**src/rtl/fetch_stage_if.sv**
```systemverilog
// Fetch-stage bus: hazard/redirect controls, instruction-memory port and IF/ID outputs.
// Optional FETCH_PERF_COUNTERS_EN adds the fetch_count / bubble_count outputs.
interface fetch_stage_if #(
    parameter int PC_W    = 64,
    parameter int INSTR_W = 32
);
    logic               stall;
    logic               redirect;
    logic [PC_W-1:0]    redirect_pc;
    logic [PC_W-1:0]    imem_addr;
    logic [INSTR_W-1:0] imem_rdata;
    logic [PC_W-1:0]    if_id_pc;
    logic [INSTR_W-1:0] if_id_instr;
    logic               if_id_valid;
    logic               misalign_err;
`ifdef FETCH_PERF_COUNTERS_EN
    logic [31:0]        fetch_count;
    logic [31:0]        bubble_count;

    modport master (
        input  stall, redirect, redirect_pc, imem_rdata,
        output imem_addr, if_id_pc, if_id_instr, if_id_valid, misalign_err,
        output fetch_count, bubble_count
    );

    modport slave (
        output stall, redirect, redirect_pc, imem_rdata,
        input  imem_addr, if_id_pc, if_id_instr, if_id_valid, misalign_err,
        input  fetch_count, bubble_count
    );
`else
    modport master (
        input  stall, redirect, redirect_pc, imem_rdata,
        output imem_addr, if_id_pc, if_id_instr, if_id_valid, misalign_err
    );

    modport slave (
        output stall, redirect, redirect_pc, imem_rdata,
        input  imem_addr, if_id_pc, if_id_instr, if_id_valid, misalign_err
    );
`endif
endinterface

```
**src/rtl/fetch_stage.sv**
```systemverilog
// ARMv8 instruction-fetch stage: PC register, imem address and IF/ID pipeline register.
// Optional FETCH_PERF_COUNTERS_EN adds saturating fetch/bubble performance counters.
module fetch_stage #(
    parameter int                PC_W     = 64,
    parameter int                INSTR_W  = 32,
    parameter logic [PC_W-1:0]   RESET_PC = '0,
    parameter logic [INSTR_W-1:0] NOP_WORD = 32'hD503201F
) (
    input  logic          clock,
    input  logic          reset,
    fetch_stage_if.master bus
);

    logic [PC_W-1:0]    pc;
    logic [PC_W-1:0]    if_id_pc;
    logic [INSTR_W-1:0] if_id_instr;
    logic               if_id_valid;
    logic               misalign_err;

    assign bus.imem_addr    = pc;
    assign bus.if_id_pc     = if_id_pc;
    assign bus.if_id_instr  = if_id_instr;
    assign bus.if_id_valid  = if_id_valid;
    assign bus.misalign_err = misalign_err;

    // Priority: reset > redirect > stall > normal sequencing.
    // NOTE: sequential state uses non-blocking (<=) so every register samples pre-edge values.
    always_ff @(posedge clock) begin
        if (reset) begin
            pc           <= RESET_PC;
            if_id_pc     <= '0;
            if_id_instr  <= NOP_WORD;
            if_id_valid  <= 1'b0;
            misalign_err <= 1'b0;
        end else if (bus.redirect) begin
            // The wrong-path word at imem_rdata is dropped and replaced by a bubble.
            pc          <= {bus.redirect_pc[PC_W-1:2], 2'b00};
            if_id_pc    <= pc;
            if_id_instr <= NOP_WORD;
            if_id_valid <= 1'b0;
            if (bus.redirect_pc[1:0] != 2'b00) begin
                misalign_err <= 1'b1;
            end
        end else if (!bus.stall) begin
            pc          <= pc + PC_W'(4);
            if_id_pc    <= pc;
            if_id_instr <= bus.imem_rdata;
            if_id_valid <= 1'b1;
        end
    end

`ifdef FETCH_PERF_COUNTERS_EN
    logic [31:0] fetch_count;
    logic [31:0] bubble_count;

    assign bus.fetch_count  = fetch_count;
    assign bus.bubble_count = bubble_count;

    always_ff @(posedge clock) begin
        if (reset) begin
            fetch_count  <= '0;
            bubble_count <= '0;
        end else if (bus.redirect || bus.stall) begin
            if (bubble_count != '1) begin
                bubble_count <= bubble_count + 32'd1;
            end
        end else if (fetch_count != '1) begin
            fetch_count <= fetch_count + 32'd1;
        end
    end
`endif

endmodule

```
**src/flat_wrapper.sv**
```systemverilog
// flat-port wrapper written by rule: the top's interface ports become plain ports
module fetch_stage_flat 
#(
    parameter int                PC_W     = 64,
    parameter int                INSTR_W  = 32,
    parameter logic [PC_W-1:0]   RESET_PC = '0,
    parameter logic [INSTR_W-1:0] NOP_WORD = 32'hD503201F
)
  (clock, reset, bus_stall, bus_redirect, bus_redirect_pc, bus_imem_rdata, bus_imem_addr, bus_if_id_pc, bus_if_id_instr, bus_if_id_valid, bus_misalign_err);
  fetch_stage_if #(.PC_W(PC_W), .INSTR_W(INSTR_W)) bus_i ();
  input  logic clock;
  input  logic reset;
  input wire logic [$bits(bus_i.stall)-1:0] bus_stall;
  input wire logic [$bits(bus_i.redirect)-1:0] bus_redirect;
  input wire logic [$bits(bus_i.redirect_pc)-1:0] bus_redirect_pc;
  input wire logic [$bits(bus_i.imem_rdata)-1:0] bus_imem_rdata;
  output wire logic [$bits(bus_i.imem_addr)-1:0] bus_imem_addr;
  output wire logic [$bits(bus_i.if_id_pc)-1:0] bus_if_id_pc;
  output wire logic [$bits(bus_i.if_id_instr)-1:0] bus_if_id_instr;
  output wire logic [$bits(bus_i.if_id_valid)-1:0] bus_if_id_valid;
  output wire logic [$bits(bus_i.misalign_err)-1:0] bus_misalign_err;
  assign bus_i.stall = bus_stall;
  assign bus_i.redirect = bus_redirect;
  assign bus_i.redirect_pc = bus_redirect_pc;
  assign bus_i.imem_rdata = bus_imem_rdata;
  assign bus_imem_addr = bus_i.imem_addr;
  assign bus_if_id_pc = bus_i.if_id_pc;
  assign bus_if_id_instr = bus_i.if_id_instr;
  assign bus_if_id_valid = bus_i.if_id_valid;
  assign bus_misalign_err = bus_i.misalign_err;
  fetch_stage #(.PC_W(PC_W), .INSTR_W(INSTR_W), .RESET_PC(RESET_PC), .NOP_WORD(NOP_WORD)) u_core (.clock(clock), .reset(reset), .bus(bus_i));
endmodule
```
**config.mk**
```make
export PLATFORM = sky130hd
export DESIGN_NAME = fetch_stage_flat
export DESIGN_NICKNAME = d
export VERILOG_FILES = /design/src/rtl/fetch_stage_if.sv /design/src/rtl/fetch_stage.sv /design/src/flat_wrapper.sv
export SDC_FILE = /design/constraint.sdc
export NUM_CORES = 1
export LEC_CHECK = 0
export CAP_MARGIN = 20
export CORE_MARGIN = 2
export CORE_UTILIZATION = 26
export CTS_CLUSTER_DIAMETER = 100
export DETAILED_ROUTE_END_ITERATION = 7
export GPL_ROUTABILITY_DRIVEN = 0
export HOLD_SLACK_MARGIN = 0.03
export PLACE_DENSITY = 0.64
export SYNTH_ARGS = -nofsm -noshare
export SYNTH_HDL_FRONTEND = slang
export SYNTH_SLANG_ARGS = --single-unit
```
**constraint.sdc**
```tcl
create_clock -name clock -period 3.4 [get_ports clock]
set_input_delay 0.68 -clock clock [delete_from_list [all_inputs] [get_ports clock]]
set_output_delay 0.68 -clock clock [all_outputs]
set_load 0.01 [all_outputs]
```
Yosys cells after proc, flatten, opt, wreduce, memory -nomap -nowiden
Cells that the tools add are included.

Bits in registers: 162. Input bits: 100. Output and inout bits: 162. Logic and storage cells: 15.

Add/subtract/negate cells: 1. Eq/ne operators: 1. Multiplexer cells: 4. Reduce and logical (&&, ||, !) cells: 3.

Operator list (count): $mux 64 (4); $add 64x3->64 const B (1); $ne 2x1->1 const B (1); $reduce_and 2->1 (1); $reduce_bool 2->1 (1); $reduce_or 2->1 (1).

Logic depth before layout (Yosys ltp)
Depth in word-level cells: 3. Mapped depth: 6. Depth with buffers taken out: 6.

Worst setup path before layout
OpenSTA, ideal clock, no wires.

Kind: in2reg. Start: input port bus_stall. End: register u_core.pc[56] (netlist: u_core.bus.imem_addr[56]). Setup time: 0.091 ns. Arrival: 2.231 ns. Required time: 3.309 ns. Slack: 1.078 ns. Stages: 5. Buffers on the path: 0. Cell sequence: nand3b_4 > nor4_4 > nand4_2 > or4_1 > a311oi_1.

Longest elaborated chain between the ends: 1.

RTL lines: start, declared (RTL line flat_wrapper.sv:13) `input wire logic [$bits(bus_i.stall)-1:0] bus_stall;`; $ne 2x1->1 (no source line); end signal, assigned (RTL line fetch_stage.sv:37) `pc <= {bus.redirect_pc[PC_W-1:2], 2'b00};`; end signal, assigned (RTL line fetch_stage.sv:45) `pc <= pc + PC_W'(4);`; end, declared (RTL line fetch_stage.sv:14) `logic [PC_W-1:0] pc;`.

No other way between the ends. A chain may end at the register's enable or synchronous reset.

Worst setup path in the final report
Start: register u_core.pc[29] (netlist: u_core.bus.imem_addr[29]). End: register u_core.pc[61] (netlist: u_core.bus.imem_addr[61]).

Longest elaborated chain between the ends: 3.

RTL lines: $add 64x3->64 (RTL line fetch_stage.sv:45); $mux 64 (RTL line fetch_stage.sv:44) `end else if (!bus.stall) begin`; $mux 64 (RTL line fetch_stage.sv:35) `end else if (bus.redirect) begin`.

No other way between the ends. The select of a mux whose other input is x is not followed.

==> out/summary.txt <==
Crit path capture type: flop
Most numerous cell in the Yosys netlist: nand2_1
Detailed Route Iter0 Violations: 442
Setup Fix Bufs, Post-CTS: 0
Max Slew Vio Count: 0
CTS tree: yes
Vias/cell: 4.86
Residual DRC: 0
Fin crit share: 0.794
Post-synth EDFFs: 0
Clock buffer depth: 2
Die Span Y: 168 µm
GRT Resource Usage Total: 0.173
Clock sink count: 158
Clk_lat worst skew: 420 ps
Final std cells w/o fill: 1,432
Tmin final: 2700 ps
Die Area: 28,200 µm²
Initial Util: 0.266
Sequential element share of the synthesized area: 0.453
Critical Path RT: 3730 ps
Netlist Area Pre-Place: 6980 µm²
IO buf count: 257
First-pass GRT wire length: 38,100 µm
RSZ-0062 raised after global routing: false
CP max FO: 13
Final hold viol count: 0
Top cells by count, synth: nand2_1 (174), dfxtp_1 (158), nor2_1 (78)
Vias in the first global route: 6,751
Fmax: 371 MHz
Die X-Extent: 168 µm
Core area: 26,200 µm²
Wirelength per Cell: 17.2 µm
Lkg Pwr: 3.85 nW
Distinct cells, synth: 50
Vias after detailed routing: 6,961
Mean Syn Cell Area: 8.34 µm²
Nets@finish: 1,184
Root buffer cell: clkbuf_16
Area leader, netlist: dfxtp_1
Async set-reset flop share out of synthesis: 0
Resized cells post-CTS: 0
Final design utilization: 0.403
Worst Path Arrival: 3030 ps
Largest cells by area after synthesis: dfxtp_1 (45%), nand2_1 (9.4%), mux2i_1 (5.7%)
Top_reg_cell synth: dfxtp_1
Hold Slack: 450 ps
Max Cap Viol: 0
Cells after Synth: 837
CTS Buf Count: 17
Antenna violations before repair: 3
Synth top area share: 0.453
# rows: 59
Hold-fix buffers at CTS: 0
Setup Total Neg Slack: 0 ps
Setup CP Type: flop to flop
Routed WL: 24,700 µm
H-tree depth: 4
Final Setup Violations: 0
Dpl cells: 1,399
Slew HR: 0.456
Num ports: 262
Worst VDD drop: 0.000229 V
Number of synthesized register bits: 158
Hold WC Path Type: flop to flop
Total power: 0.00480 W
Ys Warns: 0
Worst clock skew: 12.4 ps
GR Overflow Total: 0
Area added between synthesis and finish: 51.3%
Type of origin of the critical path: flop
PD cells: 454 nW/µm²
1st-pass router iterations: 5
Routed Antenna Nets: 0
Status: completed
DP HPWL: 17,900 µm
Largest net degree at the start of global routing: 67
Layout cells sized above 1: 0.0721
Worst slew pin tran: 813 ps
Clock transition at path regs: 70 ps
## per-layer routing
metal	track usage	vias to the layer above	routed length, µm
met5	0	-	13
met4	0.0484	2	286
met3	0.0665	23	2240
met2	0.277	250	11000
met1	0.216	3264	11100
li1	-	3422	-
## path summary, 6_finish.rpt
kind | startpoint | end | slack, ps | cells after the start
worst min-delay path | u_core.bus.if_id_pc[43] | u_core.bus.if_id_pc[43] | 450 | 2
worst max-delay path | u_core.bus.imem_addr[29] | u_core.bus.imem_addr[61] | 700 | 6
worst min register to register | u_core.bus.if_id_pc[43] | u_core.bus.if_id_pc[43] | 450 | 2
worst max register to register | u_core.bus.imem_addr[29] | u_core.bus.imem_addr[61] | 700 | 6
## worst max-delay path, stage by stage, from the launching register on
cell and delay [ps]:
dfxtp_1 310, buf_4 140, nand4_1 230, nor3_1 500, nand4_1 530, or4_1 640
a311oi_1 250
## through the flow
stage	area, µm²	setup slack [ps]
floorplan	6990	1080
global placement	9940	542
detailed placement	9940	499
CTS	10600	651
global route	10600	387
finish	10600	702
## cell type report
| class | instances | area [µm²] |
|---|---|---|
| Sequential cell | 158 | 3160 |
| Timing Repair Buffer | 282 | 2750 |
| Clock buffer | 20 | 467 |
| Fill cell | 2654 | 15600 |
| Clock inverter | 11 | 155 |
| Tap cell | 335 | 419 |
| Antenna cell | 2 | 5.00 |
| Multi-Input combinational cell | 616 | 3570 |
| Inverter | 8 | 31.3 |
## placed cells by master, fill, tap and decap left out, types with 7 or more instances in the layout
cell	Yosys	final
a211oi_1	27	27
a21oi_1	70	70
a311oi_1	14	14
and3_1	14	14
buf_4	4	26
clkbuf_16	0	17
clkdlybuf4s50_1	0	255
dfxtp_1	158	158
inv_1	8	7
mux2i_1	40	40
nand2_1	174	173
nand3_1	24	24
nand4_1	22	22
nor2_1	78	78
nor3_1	14	14
nor4_1	10	9
o21ai_0	15	15
or3_1	17	17
xnor2_1	20	20
xor2_1	19	19
## where the power goes
group	internal (W)	switching, W	total (W)
clock	0.00122	0.000840	0.00206
combinational	0.000373	0.000301	0.000674
sequential	0.00195	0.000110	0.00206
total	0.00355	0.00125	0.00480
## kinds of logic after synthesis
group,count (synthesis),synth area share
other,1,0.000537
flip-flops,158,0.453
multiplexers,41,0.0590
AND/OR/NAND/NOR,390,0.271
AO/OA/AOI/OAI,141,0.126
adder cells (fa/ha/maj),1,0.00179
XOR/XNOR,39,0.0489
buffers and inverters,66,0.0393
## flip-flops by register name, indices dropped and copies added (netlist names)
signal,cells
u_core.bus.if_id_pc,62
u_core.bus.imem_addr,62
u_core.bus.if_id_instr,32
u_core.bus.if_id_valid,1
u_core.bus.misalign_err,1
Note: power is estimated with default switching activity, not from simulation.
==> edit, RTL diff (same settings) <==
`NOP_WORD` is set to 32'hD503201F in 2 places; all go to 32'h80000000.
--- a/src/rtl/fetch_stage.sv
+++ b/src/rtl/fetch_stage.sv
@@ -6,3 +6,3 @@
     parameter logic [PC_W-1:0]   RESET_PC = '0,
-    parameter logic [INSTR_W-1:0] NOP_WORD = 32'hD503201F
+    parameter logic [INSTR_W-1:0] NOP_WORD = 32'h80000000
 ) (
--- a/src/flat_wrapper.sv
+++ b/src/flat_wrapper.sv
@@ -6,3 +6,3 @@
     parameter logic [PC_W-1:0]   RESET_PC = '0,
-    parameter logic [INSTR_W-1:0] NOP_WORD = 32'hD503201F
+    parameter logic [INSTR_W-1:0] NOP_WORD = 32'h80000000
 )
Function: changed (a bounded check fails within 4 cycles, from zero or initial values and one cycle with reset high).
==> edit against the unedited design <==
Sequential cell count unchanged. Worst setup slack lost 0.38 ns. Die area shrank 0.20%. Non-clock buffer count is 5 higher. Utilization is 0.14 points lower. Total power shrank 5.1%. Clock power fell by 12%. Hold slack about the same. Area after synthesis decreased by 0.20%. Cell area decreased by 0.34%. Routed wire length rose by 2.7%. Critical path type unchanged. Critical endpoint unchanged. Largest cell class unchanged.
==> edit: results (changes against the unedited design) <==
Outcome
  – Status: finished, final reports clean (unchanged)

Cells and area
  – Clock buf/inv share: 5.182% (was 5.887%)
  – Non-CTS buffers: 287 (was 282)
  – Data-path buffer share of cell area in the final layout: 26.63% (was 26.06%)
  – Final instance area: 10530 um2 (was 10560 um2)
  – Fin nets: 1187 (was 1184)
  – Fraction of area in registers: 30.05% (was 29.95%)
  – Multi-input logic cell count: 613 (was 616)

Synth
  – XOR/XNOR share of the synthesized area: 4.778% (was 4.894%)
  – Post-synthesis cell type count: 51 (was 50)
  – Adder-cell share of the synthesized area: 0.1796% (was 0.1793%)

Route
  – Wl on met1: 10.72 mm (was 11.07 mm)
  – Via Count: 6986 (was 6961)
  – Via density per instance: 4.872 (was 4.861)

Placement
  – Setup WS pre-CTS: 0.4014 ns (was 0.4994 ns)

Setup path
  – Max incr delay on CP: 0.68 ns (was 0.64 ns)
  – Critical path arrival: 3.42 ns (was 3.03 ns)
  – R2R Setup Slk: 0.32 ns (was 0.70 ns)

GRT
  – Largest net degree at the start of global routing: 54 (was 67)
  – Vias in the first global route: 6654 (was 6751)
  – GR Layer Usage met3: 7.020% (was 6.653%)
  – Met1 usage: 21.37% (was 21.61%)

Power and ir drop
  – Cell internal pwr: 3.292 mW (was 3.548 mW)
  – Clock power frac: 39.8% (was 43.0%)

Timing
  – Fmax: 0.3247 GHz (was 0.3706 GHz)
  – WHS: 0.4497 ns (was 0.4500 ns)
## edit: changes by cell type after synthesis, sizes merged, moves of 2 or more
cell | before | now
a211oi | 27 | 24
and3 | 14 | 16
nand2 | 174 | 159
nand2b | 0 | 2
nand3 | 26 | 29
nor2 | 78 | 87
nor3 | 14 | 12
nor4 | 16 | 14
o21ai | 15 | 13
or3 | 17 | 15
xnor2 | 20 | 17
xor2 | 19 | 21
## edit: worst paths after layout
kind,from,endpoint,cells past startpoint
worst max-delay path,u_core.bus.imem_addr[31]$_SDFFE_PP0P_,u_core.bus.imem_addr[61]$_SDFFE_PP0P_,6
worst min-delay path,u_core.bus.if_id_pc[22]$_SDFFE_PP0P_,u_core.bus.if_id_pc[22]$_SDFFE_PP0P_,2
worst max register to register,u_core.bus.imem_addr[31]$_SDFFE_PP0P_,u_core.bus.imem_addr[61]$_SDFFE_PP0P_,6
worst min register to register,u_core.bus.if_id_pc[22]$_SDFFE_PP0P_,u_core.bus.if_id_pc[22]$_SDFFE_PP0P_,2
